### src/rtl/matmul_ctrl_pkg.sv
// Shared constants, FSM state encoding and element-index helpers for the
// 3x3 matrix-multiply controller.
package matmul_ctrl_pkg;

  localparam int N  = 3;
  localparam int DW = 8;
  localparam int RW = 16;

  localparam logic [3:0] LAST_IDX = 4'd8;

  typedef enum logic [1:0] {
    IDLE  = 2'd0,
    FEED  = 2'd1,
    CAPT  = 2'd2,
    DRAIN = 2'd3
  } state_t;

  // Row-major element index k maps to C row i = k / 3 and column j = k % 3.
  function automatic logic [1:0] k_row(input logic [3:0] k);
    return 2'(k / 4'd3);
  endfunction

  function automatic logic [1:0] k_col(input logic [3:0] k);
    return 2'(k % 4'd3);
  endfunction

endpackage

### src/rtl/matmul_ctrl_if.sv
// Host-side bus of the matmul controller: operand loading, start/status and
// the result stream.
interface matmul_ctrl_if #(
    parameter int DW = matmul_ctrl_pkg::DW,
    parameter int RW = matmul_ctrl_pkg::RW
);

    logic                 ld_en;
    logic                 ld_sel;
    logic [3:0]           ld_addr;
    logic signed [DW-1:0] ld_data;
    logic                 start;
    logic                 busy;
    logic                 done;

    // Result stream: a transfer happens on a rising clk edge where res_valid
    // and res_ready are both 1; while res_valid=1 and res_ready=0 the source
    // holds res_data/res_idx, and res_valid never drops without a transfer.
    logic                 res_valid;
    logic                 res_ready;
    logic signed [RW-1:0] res_data;
    logic [3:0]           res_idx;

    modport master (
        output ld_en, ld_sel, ld_addr, ld_data, start, res_ready,
        input  busy, done, res_valid, res_data, res_idx
    );

    modport slave (
        input  ld_en, ld_sel, ld_addr, ld_data, start, res_ready,
        output busy, done, res_valid, res_data, res_idx
    );

endinterface

### src/rtl/matmul_regfile.sv
// A/B operand storage (row-major, 9 entries each) with one write port and a
// combinational A-row / B-column read mux.
module matmul_regfile #(
    parameter int N  = matmul_ctrl_pkg::N,
    parameter int DW = matmul_ctrl_pkg::DW
) (
    input  logic                   clk,
    input  logic                   rst,
    input  logic                   we,
    input  logic                   sel,
    input  logic [3:0]             addr,
    input  logic [DW-1:0]          wdata,
    input  logic [1:0]             row,
    input  logic [1:0]             col,
    output logic [N-1:0][DW-1:0]   a_row,
    output logic [N-1:0][DW-1:0]   b_col
);
    import matmul_ctrl_pkg::*;

    logic [DW-1:0] a_mem [N*N];
    logic [DW-1:0] b_mem [N*N];

    always_ff @(posedge clk or posedge rst) begin
        if (rst) begin
            for (int n = 0; n < N*N; n++) begin
                a_mem[n] <= '0;
                b_mem[n] <= '0;
            end
        end else if (we && addr <= LAST_IDX) begin
            if (sel) b_mem[addr] <= wdata;
            else     a_mem[addr] <= wdata;
        end
    end

    always_comb begin
        a_row = '0;
        b_col = '0;
        for (int n = 0; n < N; n++) begin
            a_row[n] = a_mem[int'(row)*N + n];
            b_col[n] = b_mem[n*N + int'(col)];
        end
    end

endmodule

### src/rtl/matmul_ctrl.sv
// Sequences a 3x3 matrix multiply through an external MAC: one FEED/CAPT pair
// per C element, then streams C out over a valid/ready port.
module matmul_ctrl #(
    parameter int N  = matmul_ctrl_pkg::N,
    parameter int DW = matmul_ctrl_pkg::DW,
    parameter int RW = matmul_ctrl_pkg::RW
) (
    input  logic                 clk,
    input  logic                 rst,
    matmul_ctrl_if.slave         host,
    output logic signed [DW-1:0] a_i_0,
    output logic signed [DW-1:0] a_i_1,
    output logic signed [DW-1:0] a_i_2,
    output logic signed [DW-1:0] b_j_0,
    output logic signed [DW-1:0] b_j_1,
    output logic signed [DW-1:0] b_j_2,
    output logic                 W_en,
    input  logic signed [RW-1:0] SOP
);
    import matmul_ctrl_pkg::*;

    state_t               state_q, state_d;
    logic [3:0]           k_q, idx_q;
    logic                 done_q;
    logic                 ops_en;
    logic                 load_we;
    logic [1:0]           row, col;
    logic [N-1:0][DW-1:0] a_row, b_col;
    logic signed [RW-1:0] c_mem [N*N];

    assign load_we = host.ld_en && (state_q == IDLE);
    assign row     = k_row(k_q);
    assign col     = k_col(k_q);

    matmul_regfile #(.N(N), .DW(DW)) u_regfile (
        .clk   (clk),
        .rst   (rst),
        .we    (load_we),
        .sel   (host.ld_sel),
        .addr  (host.ld_addr),
        .wdata (host.ld_data),
        .row   (row),
        .col   (col),
        .a_row (a_row),
        .b_col (b_col)
    );

    always_ff @(posedge clk or posedge rst) begin
        if (rst) state_q <= IDLE;
        else     state_q <= state_d;
    end

    always_comb begin
        state_d        = state_q;
        W_en           = 1'b0;
        ops_en         = 1'b0;
        host.res_valid = 1'b0;
        host.res_data  = '0;
        host.res_idx   = '0;
        case (state_q)
            IDLE:  if (host.start) state_d = FEED;
            FEED: begin
                W_en    = 1'b1;
                ops_en  = 1'b1;
                state_d = CAPT;
            end
            CAPT: begin
                ops_en  = 1'b1;
                state_d = (k_q == LAST_IDX) ? DRAIN : FEED;
            end
            DRAIN: begin
                host.res_valid = 1'b1;
                host.res_data  = c_mem[idx_q];
                host.res_idx   = idx_q;
                if (host.res_ready && idx_q == LAST_IDX) state_d = IDLE;
            end
            default: state_d = IDLE;
        endcase
    end

    // Operands are gated by state so reset zeroes them without waiting a clock.
    assign a_i_0 = ops_en ? a_row[0] : '0;
    assign a_i_1 = ops_en ? a_row[1] : '0;
    assign a_i_2 = ops_en ? a_row[2] : '0;
    assign b_j_0 = ops_en ? b_col[0] : '0;
    assign b_j_1 = ops_en ? b_col[1] : '0;
    assign b_j_2 = ops_en ? b_col[2] : '0;

    assign host.busy = (state_q != IDLE);
    assign host.done = done_q;

    always_ff @(posedge clk or posedge rst) begin
        if (rst) begin
            k_q    <= '0;
            idx_q  <= '0;
            done_q <= 1'b0;
            for (int n = 0; n < N*N; n++) c_mem[n] <= '0;
        end else begin
            done_q <= 1'b0;
            case (state_q)
                IDLE: if (host.start) k_q <= '0;
                CAPT: begin
                    c_mem[k_q] <= SOP;
                    if (k_q == LAST_IDX) idx_q <= '0;
                    else                 k_q   <= k_q + 4'd1;
                end
                DRAIN: begin
                    if (host.res_ready) begin
                        if (idx_q == LAST_IDX) begin
                            idx_q  <= '0;
                            done_q <= 1'b1;
                        end else begin
                            idx_q <= idx_q + 4'd1;
                        end
                    end
                end
                default: ;
            endcase
        end
    end

endmodule

### src/flat_wrapper.sv
// flat-port wrapper written by rule: the top's interface ports become plain ports
module matmul_ctrl_flat import matmul_ctrl_pkg::*;
#(
    parameter int N  = matmul_ctrl_pkg::N,
    parameter int DW = matmul_ctrl_pkg::DW,
    parameter int RW = matmul_ctrl_pkg::RW
)
  (clk, rst, a_i_0, a_i_1, a_i_2, b_j_0, b_j_1, b_j_2, W_en, SOP, host_ld_en, host_ld_sel, host_ld_addr, host_ld_data, host_start, host_res_ready, host_busy, host_done, host_res_valid, host_res_data, host_res_idx);
  matmul_ctrl_if #(.DW(DW), .RW(RW)) host_i ();
  input  logic clk;
  input  logic rst;
  output logic signed [DW-1:0] a_i_0;
  output logic signed [DW-1:0] a_i_1;
  output logic signed [DW-1:0] a_i_2;
  output logic signed [DW-1:0] b_j_0;
  output logic signed [DW-1:0] b_j_1;
  output logic signed [DW-1:0] b_j_2;
  output logic W_en;
  input  logic signed [RW-1:0] SOP;
  input wire logic [$bits(host_i.ld_en)-1:0] host_ld_en;
  input wire logic [$bits(host_i.ld_sel)-1:0] host_ld_sel;
  input wire logic [$bits(host_i.ld_addr)-1:0] host_ld_addr;
  input wire logic [$bits(host_i.ld_data)-1:0] host_ld_data;
  input wire logic [$bits(host_i.start)-1:0] host_start;
  input wire logic [$bits(host_i.res_ready)-1:0] host_res_ready;
  output wire logic [$bits(host_i.busy)-1:0] host_busy;
  output wire logic [$bits(host_i.done)-1:0] host_done;
  output wire logic [$bits(host_i.res_valid)-1:0] host_res_valid;
  output wire logic [$bits(host_i.res_data)-1:0] host_res_data;
  output wire logic [$bits(host_i.res_idx)-1:0] host_res_idx;
  assign host_i.ld_en = host_ld_en;
  assign host_i.ld_sel = host_ld_sel;
  assign host_i.ld_addr = host_ld_addr;
  assign host_i.ld_data = host_ld_data;
  assign host_i.start = host_start;
  assign host_i.res_ready = host_res_ready;
  assign host_busy = host_i.busy;
  assign host_done = host_i.done;
  assign host_res_valid = host_i.res_valid;
  assign host_res_data = host_i.res_data;
  assign host_res_idx = host_i.res_idx;
  matmul_ctrl #(.N(N), .DW(DW), .RW(RW)) u_core (.clk(clk), .rst(rst), .host(host_i), .a_i_0(a_i_0), .a_i_1(a_i_1), .a_i_2(a_i_2), .b_j_0(b_j_0), .b_j_1(b_j_1), .b_j_2(b_j_2), .W_en(W_en), .SOP(SOP));
endmodule
### config.mk
export PLATFORM = sky130hd
export DESIGN_NAME = matmul_ctrl_flat
export DESIGN_NICKNAME = d
export VERILOG_FILES = /design/src/rtl/matmul_ctrl_pkg.sv /design/src/rtl/matmul_ctrl_if.sv /design/src/rtl/matmul_regfile.sv /design/src/rtl/matmul_ctrl.sv /design/src/flat_wrapper.sv
export SDC_FILE = /design/constraint.sdc
export NUM_CORES = 1
export LEC_CHECK = 0
export ABC_AREA = 1
export BUFFER_PORTS_ARGS = -buffer_cell sky130_fd_sc_hd__buf_2
export CAP_MARGIN = 20
export CORE_MARGIN = 4
export CORE_UTILIZATION = 56
export CTS_CLUSTER_SIZE = 28
export DETAILED_ROUTE_END_ITERATION = 12
export PLACE_DENSITY = 0.77
export SYNTH_ARGS = -nofsm -noshare
export SYNTH_HDL_FRONTEND = slang
export SYNTH_HIERARCHICAL = 1
export SYNTH_SLANG_ARGS = --single-unit
### constraint.sdc
create_clock -name clk -period 5.1 [get_ports clk]
set_input_delay 1.02 -clock clk [delete_from_list [all_inputs] [get_ports clk]]
set_output_delay 1.02 -clock clk [all_outputs]
set_load 0.02 [all_outputs]
# == Word level (Yosys, flattened, before mapping) ==
# Cells that the tools add are included.
# classes
addsub,6
mul,1
div,2
magnitude_cmp,12
n_eq_ne,10
shifts,0
muxes,53
bitwise_logic,10
reduce_logical,15
# ops
operator,n
$bmux W8 S4,6
$ge A32 B5 Y1 const B,6
$mux W8,19
$bwmux W144,1
$bwmux W72,2
$bmux W16 S4,1
$demux W16 S4,1
$mux W16,4
$not A32 Y32,2
$add A32 B2 Y32 const B,1
$demux W8 S4,1
$not A2 Y32,1
$not A3 Y32,1
$not A4 Y32,1
$not A5 Y32,1
$mux W4,6
$pmux W4 S2,2
$ge A5 B5 Y1 const B,3
$not A4 Y5,3
$lt A5 B1 Y1 const B,2
$add A4 B1 Y4 const B,2
$eq A4 B4 Y1 const B,2
$pmux W2 S4,1
$mux W1,6
19 further kinds,34
# totals
regBits,299
latch_bits,0
ramBits,0
romBits,0
wordCells,140
n_memories,0

# == Depth between registers and ports, before layout ==
# Gate-level depths: netlist of the first run.
# logic_depth
ltp_word,8
mapped_depth,29
ltp_nobuf,25

# == Modules after synthesis ==
# The synthesis of the first run kept the hierarchy.
# by_module_without_submodules
mod,n_inst,cells_each,area_per_inst_um2
matmul_regfile,1,1256,8627.0
matmul_ctrl,1,1128,8111.5

# == Worst setup path before layout of the first run ==
# OpenSTA, ideal clock, no wires.
# synth_timing
path_type,reg-to-output
start,register u_core.k_q[3]
end,output b_j_1[0]
arrival_ns,3.647
setup_slack_ns,0.433
path_stages_with_launch,27
n_path_buf,4
path_cell_list,dfrtp_1 inv_1 nand2_1 inv_1 ha_1 inv_1 ha_1 o21ai_2 nand2_1 nand2_1 ha_1 inv_1 nand2_1 nand2_1 nand2_1 clkbuf_1 clkinv_1 clkbuf_1 ha_1 clkbuf_1 clkbuf_1 o21ai_0 o22ai_1 nand2_1 nand2_1 nand2_1 inv_1
# synth_rtl
item,line_no,rtl
from (decl),matmul_ctrl.sv:23,"logic [3:0] k_q, idx_q;"
from (signal assigned),matmul_ctrl.sv:105,else k_q <= k_q + 4'd1;
to (decl),flat_wrapper.sv:16,output logic signed [DW-1:0] b_j_1;

==> flow_metrics.env, run 1 <==
export IMPL_min_path_type="register to register"
export IMPL_antenna_cells=0
export IMPL_crit_family="adder cells"
export IMPL_cp_slowest_cell="dfrtp_2"
export IMPL_drive_gt1_share_pct=10.2
export IMPL_drc=0
export IMPL_grt_util_all_layers_pct=30.7
export IMPL_leakage_nw=10.7
export IMPL_fp_dieW_um=181
export IMPL_clock_path_buffers=3
export IMPL_power_density_nw_per_um2=518
export IMPL_stdcell_area_um2=18900
export IMPL_period_needed_ns=4.84
export IMPL_max_stage_delay_ns=0.45
export IMPL_clk_latency_ns=0.52
export IMPL_yosys_area_top_type="dfrtp_1"
export IMPL_setup_viol=0
export IMPL_post_route_util_pct=63.8
export IMPL_skew_ns=0.00815
export IMPL_maxCapViolations=0
export IMPL_syn_cell_area_um2=16700
export IMPL_first_pass_iters=5
export IMPL_ir_drop_v=0.000380
export IMPL_cp_required_ns=4.08
export IMPL_cp_max_fo=11
export IMPL_vias=16500
export IMPL_finalCritPeriodShare_pct=94.9
export IMPL_place_hpwl_mm=31.7
export IMPL_num_rows=63
export IMPL_routed_wl_mm=51.5
export IMPL_wl_per_cell_um=18.2
export IMPL_critPathBufInv=8
export IMPL_grt_overflow=0
export IMPL_grt_pass1_wl_mm=82.9
export IMPL_syn_num_nets=2437
export IMPL_ys_ff_latch=299
export IMPL_tritoncts="built"
export IMPL_end_kind="output port"
export IMPL_ys_seq_area_share_pct=44.7
export IMPL_synth_area_leaders="dfrtp_1, nand2_1, o21ai_0"
export IMPL_die_h_um=181
export IMPL_critPathMostFrequentCell="nand2_1"
export IMPL_synth_distinct_cells=29
export IMPL_fillerInstances=2602
export IMPL_grt_max_degree=121
export IMPL_dieArea_um2=32700
export IMPL_area_growth_pct=12.6
export IMPL_vias_per_cell=5.85
export IMPL_tightestPinTransition_ns=1.15
export IMPL_synth_top_area_share_pct=44.7
export IMPL_core_area_um2=29600
export IMPL_cts_htree_levels=2
export IMPL_gp_congestion=0.916
export IMPL_place_area_um2=17300
export IMPL_clk_pin_slew_ns=0.06
export IMPL_finalHoldViolations=0
export IMPL_cts_sinks=299
export IMPL_yosysWarnings=6
export IMPL_grt_pass1_vias=15800
export IMPL_fin_nets=2462
export IMPL_fmax_ghz=0.207
export IMPL_status="complete, no violations"
export IMPL_antenna_found_initial=0
export IMPL_syn_area_per_cell_um2=7.02
export IMPL_crit_path_cell_trace="nand2_2, inv_2, ha_1, inv_1, ha_2, o21ai_4, inv_1, nand2_1, nand2_1, ha_1, inv_1, nand2_4, nand2_1, nand2_2, clkinv_2, ha_4, buf_6, o21ai_0, o21ai_1, nand2_1, nand2_1, nand2_1, inv_1, buf_2"
export IMPL_relSlewSlack_pct=23.4
export IMPL_initial_core_util_pct=56.6
export IMPL_slew_violations=0
export IMPL_worstPathArrival_ns=3.82
export IMPL_timing_worst_setup_path_type="register to output port"
export IMPL_antenna_left=0
export IMPL_io_buffers=105
export IMPL_drt_iter0_markers=1774
export IMPL_ios=106
export IMPL_start_kind="register"
export IMPL_power_mw=9.77
export IMPL_cts_made_buffers=34
export IMPL_clockRootBuffer="clkbuf_16"
export IMPL_postSynthCellCount=2384
==> Yosys cell counts <==
cell type / count
nand2_1: 869
dfrtp_1: 299
inv_1: 258
o21ai_0: 238
nand3_1: 198
nand4_1: 165
nor2_1: 91
clkbuf_1: 84
buf_2: 57
a21oi_1: 36
o22ai_1: 21
ha_1: 19
buf_1: 11
nor2_2: 9
buf_4: 6
clkinv_1: 6
buf_6: 2
inv_2: 2
nor3_1: 2
nor3_2: 2
a21oi_2: 1
nand2_2: 1
nor2_4: 1
nor3b_1: 1
nor4_4: 1
o21ai_2: 1
or2_2: 1
xnor2_2: 1
xor2_1: 1
==> worst register-to-register path, cell delays in order (launching register included) <==
cell and delay, ns:
dfrtp_1 0.42, inv_1 0.14, ha_1 0.20, nand2_1 0.07
inv_1 0.06, buf_4 0.31, inv_1 0.15, nor2_4 0.12
buf_4 0.81, nand4_1 0.35, nand2_1 0.14
==> repair_timing <==
item                       4_1_cts  5_1_grt
gates resized for setup         18       27
setup endpoints to repair       24       48
pin swaps                        0        5
hold buffers                     0        0
cloned                           0        2
buffers inserted                 0        5
==> layout make-up <==
type | count | area, µm² | area share [%]
multi-input combinational | 1659 | 7660 | 40.6
timing repair inverter | 1 | 5.00 | 0.0265
sequential | 299 | 7480 | 39.7
clock inverter | 14 | 169 | 0.896
inverter | 266 | 1020 | 5.42
tap | 390 | 488 | 2.59
timing repair buffer | 148 | 1040 | 5.52
clock buffer | 47 | 981 | 5.20
==> state kept, by name, indices dropped and copies added (netlist names) <==
register                flops
u_core/c_mem              144
u_core/host.done            1
u_core/idx_q                4
u_core/k_q                  4
u_core/state_q              2
u_core/u_regfile/a_mem     72
u_core/u_regfile/b_mem     72
==> per-stage QoR <==
step	instances	setup TNS [ns]	setup slack (ns)	hold slack [ns]
after floorplan	2384	0	0.214	0.444
after global placement	2748	0	0.396	0.464
after detailed placement	2750	0	0.229	0.465
after CTS	2811	0	0.00360	0.480
after global routing	2824	-0.0314	-0.0275	0.500
final	2824	0	0.259	0.482
==> where the power goes <==
part	leakage, nW	internal [mW]	switching, mW
Sequential	3.55	2.94	0.366
Combinational	6.63	1.24	2.70
Clock	0.566	1.51	1.01
Total	10.7	5.69	4.08
==> cells by family after synthesis <==
kind of cell    after synthesis  share of synthesized area (%)
xor+xnor                      2                          0.150
flops                       299                           44.7
fa+ha+maj                    19                           1.42
compound gates              297                           9.08
buf+inv                     426                           10.2
simple gates               1341                           34.4
==> worst paths after layout <==
kind / startpoint / endpoint / slack, ns / cells past startpoint
max reg2reg: u_core/state_q[0] / u_core/u_regfile/b_mem[39] / 2.26 / 10
max: u_core/k_q[2] / b_j_1[0] / 0.26 / 24
min reg2reg: u_core/u_regfile/b_mem[29] / u_core/u_regfile/b_mem[29] / 0.48 / 2
min: u_core/u_regfile/b_mem[29] / u_core/u_regfile/b_mem[29] / 0.48 / 2
max in group asynchronous: rst / u_core/idx_q[0] / 3.28 / 3
min in group asynchronous: rst / u_core/u_regfile/b_mem[10] / 0.59 / 2
==> per-layer routing <==
| layer | track usage, % | share of wire, % | vias up |
|---|---|---|---|
| met5 | 0 | 0 | - |
| met4 | 13.4 | 4.4 | 0 |
| met3 | 4.21 | 7.6 | 169 |
| met2 | 50.6 | 48 | 806 |
| met1 | 40.8 | 40 | 7818 |
| li1 | - | - | 7722 |
==> cell usage in the layout, fill, tap and decap left out, types with 3 or more instances in the layout <==
master and count:
a21oi_1 35, buf_16 6, buf_2 105, buf_4 28
buf_6 4, bufinv_16 3, clkbuf_1 6, clkbuf_16 36
clkbuf_8 6, clkinv_1 3, clkinv_2 9, clkinvlp_4 4
dfrtp_1 297, ha_1 14, ha_4 3, inv_1 250
inv_2 6, inv_6 3, nand2_1 866, nand2_2 3
nand3_1 198, nand4_1 165, nor2_1 88, nor2_2 9
nor2_4 4, o21ai_0 235, o21ai_1 3, o22ai_1 21
Note: power is estimated with default switching activity, not from simulation.
==> run 2, diff against run 1 <==
--- a/config.mk
+++ b/config.mk
@@ -5,14 +5,13 @@
 export SDC_FILE = /design/constraint.sdc
 export NUM_CORES = 1
 export LEC_CHECK = 0
-export ABC_AREA = 1
 export BUFFER_PORTS_ARGS = -buffer_cell sky130_fd_sc_hd__buf_2
 export CAP_MARGIN = 20
 export CORE_MARGIN = 4
-export CORE_UTILIZATION = 56
+export CORE_UTILIZATION = 60
 export CTS_CLUSTER_SIZE = 28
 export DETAILED_ROUTE_END_ITERATION = 12
-export PLACE_DENSITY = 0.77
+export PLACE_DENSITY = 0.79
 export SYNTH_ARGS = -nofsm -noshare
 export SYNTH_HDL_FRONTEND = slang
 export SYNTH_HIERARCHICAL = 1
==> constraint.sdc (replaced) <==
create_clock -name clk -period 6.15 [get_ports clk]
set_input_delay 1.23 -clock clk [delete_from_list [all_inputs] [get_ports clk]]
set_output_delay 1.23 -clock clk [all_outputs]
set_load 0.02 [all_outputs]
==> flow_metrics.env, run 2 <==
export IMPL_status="complete, no violations"
export IMPL_skew_ns=0.00861
export IMPL_tns_ns=0
export IMPL_finalHoldViolations=0
export IMPL_drt_iter0_markers=832
export IMPL_clk_pin_slew_ns=0.06
export IMPL_ir_drop_v=0.000382
export IMPL_grt_pass1_wl_mm=58.0
export IMPL_grt_max_degree=108
export IMPL_core_area_um2=25500
export IMPL_fmax_ghz=0.172
export IMPL_place_hpwl_mm=22.6
export IMPL_die_h_um=170
export IMPL_worstPathArrival_ns=4.58
export IMPL_yosys_area_top_type="dfrtp_1"
export IMPL_grt_util_all_layers_pct=25.3
export IMPL_cts_sinks=299
export IMPL_cts_resized=2
export IMPL_wl_per_cell_um=23.3
export IMPL_grt_pass1_vias=10400
export IMPL_synth_top_area_share_pct=47.7
export IMPL_end_kind="output port"
export IMPL_crit_path_cell_trace="nor2b_1, ha_1, inv_1, ha_1, a21bo_2, xnor2_1, ha_1, a21oi_2, inv_2, buf_4, buf_6, ha_1, nor4bb_2, buf_4, a22o_1, and2_1, buf_2"
export IMPL_synth_edf_count=0
export IMPL_clockRootBuffer="clkbuf_16"
export IMPL_tightestPinTransition_ns=1.15
export IMPL_holdBufCountCts=0
export IMPL_async_reset_ff_share_pct=100
export IMPL_relSlewSlack_pct=23.3
export IMPL_drive_gt1_share_pct=43.0
export IMPL_leakage_nw=7.88
export IMPL_first_pass_iters=5
export IMPL_routed_wl_mm=36.2
export IMPL_tritoncts="built"
export IMPL_worst_r2r_setup_slack_ns=3.26
export IMPL_worstHoldStart="u_core/c_mem[118]"
export IMPL_timing_worst_setup_path_type="register to output port"
export IMPL_largest_register="u_core/c_mem"
export IMPL_path_depth=17
export IMPL_synth_distinct_cells=61
export IMPL_period_needed_ns=5.81
export IMPL_ys_flop_type="dfrtp_1"
export IMPL_power_density_nw_per_um2=518
export IMPL_post_route_util_pct=68.2
export IMPL_grt_overflow=0
export IMPL_cts_made_buffers=31
export IMPL_rsz0062_at_grt="false"
export IMPL_slew_violations=0
export IMPL_syn_area_per_cell_um2=14.0
export IMPL_mostFrequentLayoutCells="dfrtp_1, mux2_2, buf_2, and2_1, mux4_2"
export IMPL_layout_commonest_cell="dfrtp_1"
export IMPL_ios=106
export IMPL_cp_required_ns=4.92
export IMPL_reg_top3="u_core/c_mem x144, u_core/u_regfile/a_mem x72, u_core/u_regfile/b_mem x72"
export IMPL_vias_per_cell=6.33
export IMPL_critPathBufInv=6
export IMPL_syn_num_nets=1175
export IMPL_num_rows=58
export IMPL_antenna_left=0
export IMPL_fin_nets=1257
export IMPL_start_kind="register"
export IMPL_largest_reg_flops=144
export IMPL_rr_startpoint="u_core/state_q[0]"
export IMPL_cp_max_fo=26
export IMPL_initial_core_util_pct=61.5
export IMPL_whs_path_depth=1
export IMPL_yosysWarnings=6
export IMPL_critPathMostFrequentCell="ha_1"
export IMPL_syn_cell_area_um2=15700
export IMPL_maxCapViolations=0
export IMPL_io_buffers=105
export IMPL_reg2reg_to="u_core/c_mem[140]"
export IMPL_drc=0
export IMPL_area_growth_pct=10.9
export IMPL_clock_path_buffers=3
export IMPL_gp_congestion=0.821
export IMPL_max_stage_delay_ns=0.56
export IMPL_postSynthCellCount=1122
export IMPL_holdPathEnd="u_core/c_mem[118]"
export IMPL_ys_seq_area_share_pct=47.7
export IMPL_min_path_type="register to register"
export IMPL_synth_area_leaders="dfrtp_1, mux2_2, mux4_2"
export IMPL_clk_latency_ns=0.55
export IMPL_cts_setup_buffers=0
export IMPL_dieArea_um2=28800
export IMPL_cts_htree_levels=1
export IMPL_crit_family="buffers and inverters"
export IMPL_vias=9860
export IMPL_fp_dieW_um=170
export IMPL_synth_common_cells="dfrtp_1, mux2_2, and2_1"
export IMPL_cp_slowest_cell="dfrtp_2"
export IMPL_antenna_found_initial=5
export IMPL_ys_ff_latch=299
export IMPL_reg2reg_depth=5
export IMPL_finalCritPeriodShare_pct=94.4
export IMPL_setup_viol=0
export IMPL_synth_most_common_cell="dfrtp_1"
## run 2: cell types whose count changed after synthesis, moves of 58 or more
cell,previous run,this run
nand2_1,869,43
mux2_2,0,254
inv_1,258,17
o21ai_0,238,14
nand3_1,198,5
nand4_1,165,1
nor2_1,91,7
and2_1,0,62
mux4_2,0,58
## run 2: metal layers
layer  GRT usage [%]  wire length, µm
met5               0               35
met4            4.66              720
met3            3.63             1980
met2            44.9            18600
met1            33.7            14900
## run 2: cell type report
| type | count | area (µm²) |
|---|---|---|
| Tap cell | 330 | 413 |
| Clock inverter | 9 | 120 |
| Fill cell | 1790 | 8090 |
| Timing Repair Buffer | 127 | 714 |
| Multi-Input combinational cell | 728 | 7680 |
| Clock buffer | 46 | 892 |
| Sequential cell | 299 | 7480 |
| Inverter | 17 | 73.8 |
| Antenna cell | 1 | 2.50 |
## run 2: worst register-to-register path, stage by stage, from the launching register on
cell     delay, ns
dfrtp_1       0.42
inv_1         0.13
ha_1          0.65
nand2_1       0.20
nor3_4        0.92
mux2_2        0.44
## run 2: where the power goes
part | internal [mW] | leakage (nW) | switching [mW]
sequential | 2.66 | 3.80 | 0.448
clock | 1.12 | 0.502 | 0.758
combinational | 2.05 | 3.58 | 1.98
total | 5.82 | 7.88 | 3.19
## run 2: kinds of logic after synthesis
kind of cell	Yosys count	share of synthesized area, %
adders and majority gates	19	1.52
DFF	299	47.7
buffers and inverters	95	3.41
muxes	435	35.8
AOI/OAI and AO/OA	105	4.54
and+or+nand+nor	165	6.82
xor gates and xnor gates	4	0.223
## run 2: stage by stage
| stage | cell area [µm²] | worst slack [ns] | hold WS, ns | power (mW) | std cells |
|---|---|---|---|---|---|
| 2_1_floorplan | 15700 | 0.564 | 0.449 | 6.18 | 1122 |
| 3_3_place_gp | 16300 | 0.671 | 0.461 | 6.98 | 1500 |
| 3_5_place_dp | 16300 | 0.492 | 0.476 | 7.13 | 1500 |
| 4_1_cts | 17300 | 0.164 | 0.494 | 9.04 | 1555 |
| 5_1_grt | 17400 | 0.0613 | 0.505 | 9.54 | 1557 |
| 6_report | 17400 | 0.344 | 0.492 | 9.01 | 1557 |
## run 2: worst max path at each step
stage                        from       end  slack (ns)
floorplan           u_core/k_q[2]  b_j_1[1]        0.56
global placement    u_core/k_q[3]  b_j_1[7]        0.67
detailed placement  u_core/k_q[3]  b_j_1[2]        0.49
CTS                 u_core/k_q[3]  a_i_0[4]        0.16
global route        u_core/k_q[3]  a_i_0[6]        0.06
finish              u_core/k_q[3]  a_i_0[4]        0.34
==> run 3, diff against run 2 <==
--- a/config.mk
+++ b/config.mk
@@ -5,13 +5,16 @@
 export SDC_FILE = /design/constraint.sdc
 export NUM_CORES = 1
 export LEC_CHECK = 0
+export ABC_AREA = 1
 export BUFFER_PORTS_ARGS = -buffer_cell sky130_fd_sc_hd__buf_2
 export CAP_MARGIN = 20
+export CELL_PAD_IN_SITES_DETAIL_PLACEMENT = 1
+export CELL_PAD_IN_SITES_GLOBAL_PLACEMENT = 1
 export CORE_MARGIN = 4
-export CORE_UTILIZATION = 60
+export CORE_UTILIZATION = 48
 export CTS_CLUSTER_SIZE = 28
 export DETAILED_ROUTE_END_ITERATION = 12
-export PLACE_DENSITY = 0.79
+export PLACE_DENSITY_LB_ADDON = 0.1
 export SYNTH_ARGS = -nofsm -noshare
 export SYNTH_HDL_FRONTEND = slang
 export SYNTH_HIERARCHICAL = 1
==> flow_metrics.env, run 3 (synthesis gave the netlist of run 1 again) <==
export IMPL_status="complete, no violations"
export IMPL_period_needed_ns=5.75
export IMPL_fmax_ghz=0.174
export IMPL_worstHoldStart="u_core/u_regfile/a_mem[57]"
export IMPL_fp_dieW_um=195
export IMPL_fin_nets=2458
export IMPL_relSlewSlack_pct=34.1
export IMPL_pwr_share_comb_pct=39.2
export IMPL_clockPowerShare_pct=27.3
export IMPL_grt_max_degree=82
export IMPL_slew_violations=0
export IMPL_critPathBufInv=9
export IMPL_end_kind="output port"
export IMPL_cp_required_ns=4.92
export IMPL_first_pass_iters=5
export IMPL_cts_sinks=299
export IMPL_final_instance_count_excl_fill=2885
export IMPL_grt_overflow=0
export IMPL_rsz0062_at_grt="true"
export IMPL_internal_power_mw=4.84
export IMPL_reg_top3="u_core/c_mem x144, u_core/u_regfile/a_mem x72, u_core/u_regfile/b_mem x72"
export IMPL_p_sw_share_pct=41.6
export IMPL_cp_slowest_cell="dfrtp_1"
export IMPL_start_kind="register"
export IMPL_initial_core_util_pct=48.6
export IMPL_finalHoldViolations=0
export IMPL_setup_viol=0
export IMPL_grt_pass1_vias=17000
export IMPL_drive_gt1_share_pct=9.71
export IMPL_drt_iter0_markers=1175
export IMPL_antenna_cells=0
export IMPL_layout_commonest_cell="nand2_1"
export IMPL_pwr_share_seq_pct=33.5
export IMPL_antenna_found_initial=0
export IMPL_place_hpwl_mm=37.0
export IMPL_tightestPinTransition_ns=0.988
export IMPL_drc=0
export IMPL_num_rows=68
export IMPL_rr_startpoint="u_core/state_q[1]"
export IMPL_worst_r2r_setup_slack_ns=3.35
export IMPL_clk_pin_slew_ns=0.06
export IMPL_tritoncts="built"
export IMPL_wl_per_cell_um=20.0
export IMPL_grt_pass1_wl_mm=92.8
export IMPL_power_density_nw_per_um2=441
export IMPL_holdPathEnd="u_core/u_regfile/a_mem[57]"
export IMPL_clk_latency_ns=0.52
export IMPL_max_stage_delay_ns=0.41
export IMPL_post_route_util_pct=54.5
export IMPL_switching_power_mw=3.45
export IMPL_mostFrequentLayoutCells="nand2_1, dfrtp_1, inv_1, o21ai_0, nand3_1"
export IMPL_core_area_um2=34500
export IMPL_largest_register="u_core/c_mem"
export IMPL_crit_family="buffers and inverters"
export IMPL_maxCapViolations=0
export IMPL_largest_reg_flops=144
export IMPL_clockRootBuffer="clkbuf_16"
export IMPL_finalCritPeriodShare_pct=93.5
export IMPL_vias_per_cell=5.70
export IMPL_timing_worst_setup_path_type="register to output port"
export IMPL_ios=106
export IMPL_placed_cells=2820
export IMPL_area_growth_pct=12.3
export IMPL_die_h_um=195
export IMPL_cts_htree_levels=2
export IMPL_cp_max_fo=28
export IMPL_skew_ns=0.0169
export IMPL_grt_util_all_layers_pct=29.8
export IMPL_dieArea_um2=37900
export IMPL_cts_made_buffers=36
export IMPL_min_path_type="register to register"
export IMPL_vias=16500
export IMPL_io_buffers=105
export IMPL_clock_path_buffers=3
export IMPL_antenna_left=0
export IMPL_critPathMostFrequentCell="nand2_1"
export IMPL_leakage_nw=10.7
export IMPL_whs_path_depth=2
export IMPL_cts_setup_buffers=0
export IMPL_ir_drop_v=0.000253
export IMPL_worstPathArrival_ns=4.52
export IMPL_reg2reg_to="u_core/u_regfile/a_mem[4]"
export IMPL_routed_wl_mm=57.8
export IMPL_reg2reg_depth=11
export IMPL_gp_congestion=0.922
==> run 3: how the worst max path moves through the flow <==
stage,start,to,slack (ns),depth (start not counted)
after floorplan,rst,u_core/c_mem[0],0.74,1
after global placement,u_core/k_q[3],b_j_1[0],0.86,25
after detailed placement,u_core/k_q[3],b_j_1[7],0.67,26
after CTS,u_core/k_q[3],b_j_1[7],0.09,26
after global routing,u_core/k_q[3],a_i_0[7],-0.01,26
final,u_core/k_q[3],b_j_1[0],0.40,25
==> run 3: through the flow <==
stage | hold WS [ns] | TNS (ns) | worst slack [ns] | total power, mW | instance area [µm²]
after detailed placement | 0.466 | 0 | 0.666 | 6.00 | 17400
after global placement | 0.457 | 0 | 0.863 | 5.87 | 17400
final | 0.479 | 0 | 0.397 | 8.29 | 18800
after CTS | 0.482 | 0 | 0.0929 | 8.29 | 18700
after floorplan | 0.444 | 0 | 0.742 | 4.99 | 16700
after global routing | 0.498 | -0.0145 | -0.0112 | 8.87 | 18800
==> run 3: power by group through the flow <==
stage          Sequential [mW]  Combinational [mW]  Clock, mW
2_1_floorplan             2.67                2.32          0
3_3_place_gp              2.77                3.10          0
6_report                  2.78                3.25       2.27
3_5_place_dp              2.79                3.20          0
5_1_grt                   2.83                3.64       2.39
4_1_cts                   2.77                3.22       2.30
==> run 3: what timing repair did <==
action                                  4_1_cts  5_1_grt
endpoints found under the setup margin        0       24
gates resized for setup                       0       13
hold buffers                                  0        0
==> run 3: per-layer routing <==
layer / up-vias / track usage [%] / part of all wire (%)
met2: 434 / 51.7 / 50
li1: 7720 / - / -
met3: 132 / 3.24 / 4.1
met1: 8171 / 38.6 / 42
met5: - / 0 / 0
met4: 0 / 11.4 / 4.0
==> run 3: layout make-up <==
class,instances,area [µm²]
fill,4463,15700
multi-input combinational,1659,7600
sequential,299,7480
inverter,266,1010
clock buffer,45,1000
timing repair buffer,143,867
tap,455,569
clock inverter,18,263
==> run 3: worst register-to-register path, cell delays in order, from the launching register on <==
cell     delay [ns]
dfrtp_1        0.42
inv_1          0.14
ha_1           0.21
nand2_1        0.06
inv_1          0.08
buf_4          0.32
inv_1          0.14
nor2_4         0.49
buf_16         0.25
buf_12         0.30
nand4_1        0.19
nand2_1        0.11
